File: src/rtl/uart_tx_resposta.sv
// uart_tx_resposta: sends a captured 16-bit response as two 8N1 UART frames, high byte first, then pulses bufferUsado
module uart_tx_resposta #(
  parameter int CLKS_PER_BIT = 5208
) (
  input  logic        clk,
  input  logic        reset_n,
  input  logic        bufferPronto,
  input  logic [15:0] info,
  output logic        tx,
  output logic        bufferUsado,
  output logic        ocupado
);
  localparam int CW = (CLKS_PER_BIT > 1) ? $clog2(CLKS_PER_BIT) : 1;
  localparam logic [CW-1:0] LAST = CW'(CLKS_PER_BIT - 1);
  typedef enum logic [2:0] {IDLE, START, DATA, STOP, ACK, WAIT_LOW} state_t;
  state_t        state;
  logic [15:0]   shift;
  logic [CW-1:0] baud_cnt;
  logic [2:0]    bit_idx;
  logic          byte_idx;
  logic [7:0]    cur_byte;
  logic          bit_end;
  always_comb begin
    cur_byte = byte_idx ? shift[7:0] : shift[15:8];
    bit_end  = baud_cnt == LAST;
  end
  always_ff @(posedge clk) begin
    if (!reset_n) begin
      state       <= IDLE;
      tx          <= 1'b1;
      bufferUsado <= 1'b0;
      ocupado     <= 1'b0;
      shift       <= '0;
      baud_cnt    <= '0;
      bit_idx     <= '0;
      byte_idx    <= 1'b0;
    end else begin
      bufferUsado <= 1'b0;
      if (state == START || state == DATA || state == STOP)
        baud_cnt <= bit_end ? '0 : baud_cnt + CW'(1);
      case (state)
        IDLE: begin
          tx      <= 1'b1;
          ocupado <= 1'b0;
          if (bufferPronto) begin
            shift    <= info;
            baud_cnt <= '0;
            bit_idx  <= '0;
            byte_idx <= 1'b0;
            ocupado  <= 1'b1;
            tx       <= 1'b0;
            state    <= START;
          end
        end
        START: if (bit_end) begin
          bit_idx <= '0;
          tx      <= cur_byte[0];
          state   <= DATA;
        end
        DATA: if (bit_end) begin
          if (bit_idx == 3'd7) begin
            tx    <= 1'b1;
            state <= STOP;
          end else begin
            bit_idx <= bit_idx + 3'd1;
            tx      <= cur_byte[bit_idx + 3'd1];
          end
        end
        STOP: if (bit_end) begin
          if (!byte_idx) begin
            byte_idx <= 1'b1;
            tx       <= 1'b0;
            state    <= START;
          end else begin
            bufferUsado <= 1'b1;
            state       <= ACK;
          end
        end
        ACK: state <= WAIT_LOW;
        WAIT_LOW: begin
          tx <= 1'b1;
          if (!bufferPronto) begin
            ocupado <= 1'b0;
            state   <= IDLE;
          end
        end
        default: state <= IDLE;
      endcase
    end
  end
endmodule

File: config.mk
export PLATFORM = sky130hd
export DESIGN_NAME = uart_tx_resposta
export DESIGN_NICKNAME = d
export VERILOG_FILES = /design/src/rtl/uart_tx_resposta.sv
export SDC_FILE = /design/constraint.sdc
export NUM_CORES = 1
export LEC_CHECK = 0
export ABC_AREA = 0
export CORE_MARGIN = 2
export CORE_UTILIZATION = 41
export CTS_BUF_LIST = sky130_fd_sc_hd__clkbuf_4
export CTS_CLUSTER_DIAMETER = 100
export DETAILED_ROUTE_END_ITERATION = 7
export DONT_BUFFER_PORTS = 1
export SYNTH_ARGS = -nofsm -noshare
export SYNTH_HDL_FRONTEND = slang
export SYNTH_SLANG_ARGS = --single-unit
File: constraint.sdc
create_clock -name clk -period 4.73 [get_ports clk]
set_input_delay 0.2365 -clock clk [delete_from_list [all_inputs] [get_ports clk]]
set_output_delay 0.2365 -clock clk [all_outputs]
set_load 0.1 [all_outputs]
# After elaboration in Yosys (flattened, before gate mapping)
# Cells that the tools add are included.
# totals
ff_bits	39
input_bits	19
output_inout_bits	3
elab_cells	74
# classes
n_addsub	2
magnitude_cmp	1
eq_ne	15
n_mux	34
n_reduce_logical	14
# op_table
cell	n
13-bit 2-to-1 mux	4
3-bit 2-to-1 mux	11
3-bit case mux with 6 select lines	1
2-bit != test (second input constant)	7
13-bit by 1-bit adder with 13-bit output (second input constant)	1
13-bit equality test (second input constant)	1
1-bit 2-to-1 mux	12
5-bit AND reduction	2
3-bit equality test (second input constant)	3
3-bit case mux with 3 select lines	1
8-bit 2-to-1 mux	1
3-bit by 2-bit equality test with 1-bit output (second input constant)	2
3-bit AND reduction	2
6-bit AND reduction	1
1-bit case mux with 5 select lines	1
5-bit nonzero test	1
3-bit by 4-bit < comparator with 1-bit output (second input constant)	1
1-bit case mux with 2 select lines	2
2-bit AND reduction	2
2-bit nonzero test	2
3-bit by 1-bit adder with 3-bit output (second input constant)	1
1-bit binary-select mux with 3-bit select	1
3-bit by 1-bit equality test with 1-bit output (second input constant)	1
3-bit zero test	1
3 further kinds	4

# Longest topological paths before layout
# depth
ltp_word	6
depth_mapped	8

# Least setup slack after synthesis
# OpenSTA, ideal clock, no wires.
# synth_timing
kind	reg2reg
from	reg bit_idx[0]
to	reg tx
arrival_time_ps	1929
required_time_ps	4590
slack_ps	2661
path_stages_with_launch	9
path_buffers	1
period_less_slack_ps	2069
path_cell_list	dfxtp_1 -> ha_1 -> ha_1 -> buf_2 -> nor2b_1 -> a2111oi_0 -> a31oi_1 -> a2111oi_0 -> o311ai_1
# synth_via
elab_chain_cells	6
elab_cells_between_ends	7
classes_between	1 x add/sub; 1 x eq/ne; 5 x mux
# synth_rtl
element	line_no	source
start: declaration	19	logic [2:0] bit_idx;
start signal: assignment	65	bit_idx <= bit_idx + 3'd1;
3-bit by 1-bit adder with 3-bit output	66	tx <= cur_byte[bit_idx + 3'd1];
1-bit binary-select mux with 3-bit select	66	
1-bit 2-to-1 mux (not written as such)	66	
1-bit 2-to-1 mux *	61	if (bit_idx == 3'd7) begin
1-bit 2-to-1 mux *	60	DATA: if (bit_end) begin
1-bit case mux with 5 select lines *	41	case (state)
end signal: assignment	57	tx <= cur_byte[0];
end signal: assignment	66	
end: declaration	9	output logic tx,
# Mark *: on every way between the ends. The rest lies on a longest branch, timed or not. The select of a mux whose other input is x is not followed.
# A chain may end at the register's enable or synchronous reset.

# Worst setup path in the final report
# Ends and elaborated chain as after synthesis.

==> summary.txt <==
Pwr
  • P_leak: 0.7430 nW
  • Pwr Total: 632.8 µW
  • VDD IR max: 145.5 µV
  • Cell Pwr Density: 309.3 mW/mm²

Worst setup path
  • Worst Path Buf+Inv: 0
  • CP peak stage delay: 480 ps
  • Startpoint types: flip-flop
  • CP max FO: 9
  • Crit path depth: 7
  • Crit end category: flip-flop
  • Reg2reg path depth: 7
  • Arrival time worst endpoint: 2550 ps
  • Crit-path leading delay family: compound AO/OA/AOI/OAI gates
  • Origin of the critical flop-to-flop path: bit_idx[0]$_SDFFE_PN0P_
  • Cell Chain, Critical Path: ha_1, ha_1, nor2b_1, a2111oi_0, a31oi_1, a2111oi_0, o311ai_1
  • Crit path launch: bit_idx[0]$_SDFFE_PN0P_
  • Critical path class: reg2reg
  • Worst Path Required: 4960 ps
  • Crit-path slowest cell: ha_1

Final layout
  • Combined flip-flop and latch cell area: 780.7 µm²
  • Area of the multi-input gates: 0.001092 mm²
  • Nets: 250
  • Layout cells sized above 1: 0.05677
  • Layout area overhead: 6.100%
  • Final-layout fill cell count: 459
  • # diodes: 0
  • Post-Route Utilization: 0.4603

STA
  • Tmin final: 2315 ps
  • Worst hold slack: 22.20 ps
  • Slew @ Worst Pin: 1027 ps
  • Final period util: 0.4894
  • Worst rel slew slack: 0.3145
  • RSZ-0062 raised after global routing: false
  • Count of final hold-check violations: 0
  • Setup TNS: 0 ps
  • Slew Viols, Final: 0
  • Fmax achieved: 432.0 MHz
  • Final setup violation count: 0
  • Max Clock Skew: 11.84 ps

CTS
  • Setup Buffers After CTS: 0
  • Worst-skew pair later-pin latency: 340 ps
  • Num Clock Sinks: 39
  • Root Driver: clkbuf_4
  • CTS tree: built
  • Post-CTS Resized: 0
  • Buffers from clock root to sink, at most: 2
  • Clk slew on worst S/H paths: 120 ps
  • H-Tree Depth: 2
  • Post-CTS Hold Buffers: 1
  • Num CTS Buffers: 5

Global route
  • Total grt overflow: 0
  • Initial antenna violation count: 0
  • All-Layer GR Usage: 0.1576
  • Wire length of the first global-routing pass: 6.548 mm
  • Vias in the first global route: 1428
  • Largest net degree at the start of global routing: 28

Logic synthesis
  • Post-synthesis cell type count: 45
  • Post-synth EDFFs: 0
  • Synth Cell Area: 0.001928 mm²
  • Synth area leader: dfxtp_1
  • Syn Inst Count: 230
  • Post-synth ARST share: 0
  • Syn Area/Cell: 8.383 µm²
  • Synthesis-stage register bit count: 39
  • Main area contributors after synthesis: dfxtp_1, nand2_1, a21boi_0
  • Sequential fraction of the synthesis area: 0.4049
  • Yosys warning count: 0
  • Area share of the largest cell type after synthesis: 0.4049
  • Primary FF master, synth: dfxtp_1
  • Mapped Nets: 252

Detailed routing
  • Drt drc: 0
  • Drt total wl: 3.763 mm
  • Wire length per cell: 13.39 µm
  • Initial DRC count: 72
  • Vias: 1533
  • First-pass DRT Iterations: 4
  • Vias/cell: 5.456
  • Antenna Nets Post-Route: 0

Floorplan
  • I/O pins: 22
  • Height of the die: 72.58 µm
  • Site row count: 24
  • Initial Util: 0.4338
  • Core Area: 0.004444 mm²
  • Die W: 72.58 µm
  • Die area: 0.005267 mm²

Min path
  • Hold Crit Start: info[14]
  • Hold/Removal Path Class: in2reg
  • Hold Path Stages: 2

Status
  • Status: complete, no violations

Placed design
  • Final HPWL DP: 2.621 mm
  • Routability cong.: 0.7865
  • IO buf count: 0

Flow run
  • Total of max-cap violations: 0
[worst register-to-register path: stages, from the launching register on]
cell       delay [ps]
dfxtp_1           360
ha_1              210
ha_1              480
nor2b_1            80
a2111oi_0         410
a31oi_1            80
a2111oi_0         430
o311ai_1          140
[cells by family after synthesis]
kind of cell             synth area share
AO/OA/AOI/OAI                      0.1661
XOR/XNOR                          0.05451
adder cells (fa/ha/maj)           0.01947
buffers and inverters             0.02855
flip-flops                         0.4049
multiplexers                      0.05451
AND/OR/NAND/NOR                    0.2719
[cells in the mapped netlist, types with 2 or more instances]
cell and instances:
nand2_1 57, dfxtp_1 39, nor2_1 21, a21boi_0 16, clkbuf_1 9, mux2i_1 6
xnor2_1 6, xor2_1 6, a21oi_1 5, and3_1 5, nand2b_1 4, nor2b_1 4
nor3_1 4, a2111oi_0 3, ha_1 3, nand3_1 3, nor3b_1 3, a2bb2oi_1 2
a31oi_1 2, and4_1 2, buf_2 2, inv_1 2, mux4_2 2, nand4_1 2
o21ai_0 2
[power breakdown]
part	switching (mW)	internal [mW]
registers	0.0237	0.341
logic	0.0287	0.0211
clock network	0.110	0.109
total	0.162	0.470
[metrics by stage]
stage | cells | setup WS (ps) | instance area, µm²
6_report | 281 | 2415 | 2046
5_1_grt | 281 | 2197 | 2046
3_5_place_dp | 271 | 2463 | 1949
2_1_floorplan | 230 | 2661 | 1928
4_1_cts | 280 | 2432 | 2036
3_3_place_gp | 271 | 2486 | 1949
[cell type report]
type,instances,share of cell area
repair buffers,2,0.009786
flip-flops and latches,39,0.3817
clock inverters,3,0.01896
inverters,3,0.005505
well taps,52,0.03180
clock buffers,5,0.01835
multi-input cells,177,0.5339
[layout by cell type (no fill, tap or decap), types with 4 or more instances in the layout]
| master | synthesis | routed |
|---|---|---|
| nor3_1 | 4 | 4 |
| xor2_1 | 6 | 6 |
| mux2i_1 | 6 | 6 |
| xnor2_1 | 6 | 6 |
| nor2b_1 | 4 | 4 |
| a21oi_1 | 5 | 5 |
| a21boi_0 | 16 | 16 |
| nor2_1 | 21 | 21 |
| and3_1 | 5 | 5 |
| nand2_1 | 57 | 57 |
| dfxtp_1 | 39 | 39 |
| clkbuf_4 | 0 | 5 |
| nand2b_1 | 4 | 4 |
[flip-flops by register name, summed over array words and instances, names as in the netlist]
register,cells
shift,16
baud_cnt,13
bit_idx,3
state,3
bufferUsado,1
byte_idx,1
ocupado,1
tx,1
[path summary, 6_finish.rpt]
path                                                to  slack, ps
worst max-delay path                   tx$_SDFFE_PN1P_       2420
worst min-delay path            shift[14]$_SDFFE_PN0P_         20
worst max register to register         tx$_SDFFE_PN1P_       2420
worst min register to register   shift[9]$_SDFFE_PN0P_        460
[layer usage]
metal	global-route usage	vias up	share of wire
li1	-	798	-
met1	0.2053	704	0.49
met2	0.2485	27	0.45
met3	0.05249	4	0.047
met4	0.04733	0	0.011
met5	0	-	0
No activity file was read; power rests on OpenSTA's default activity.
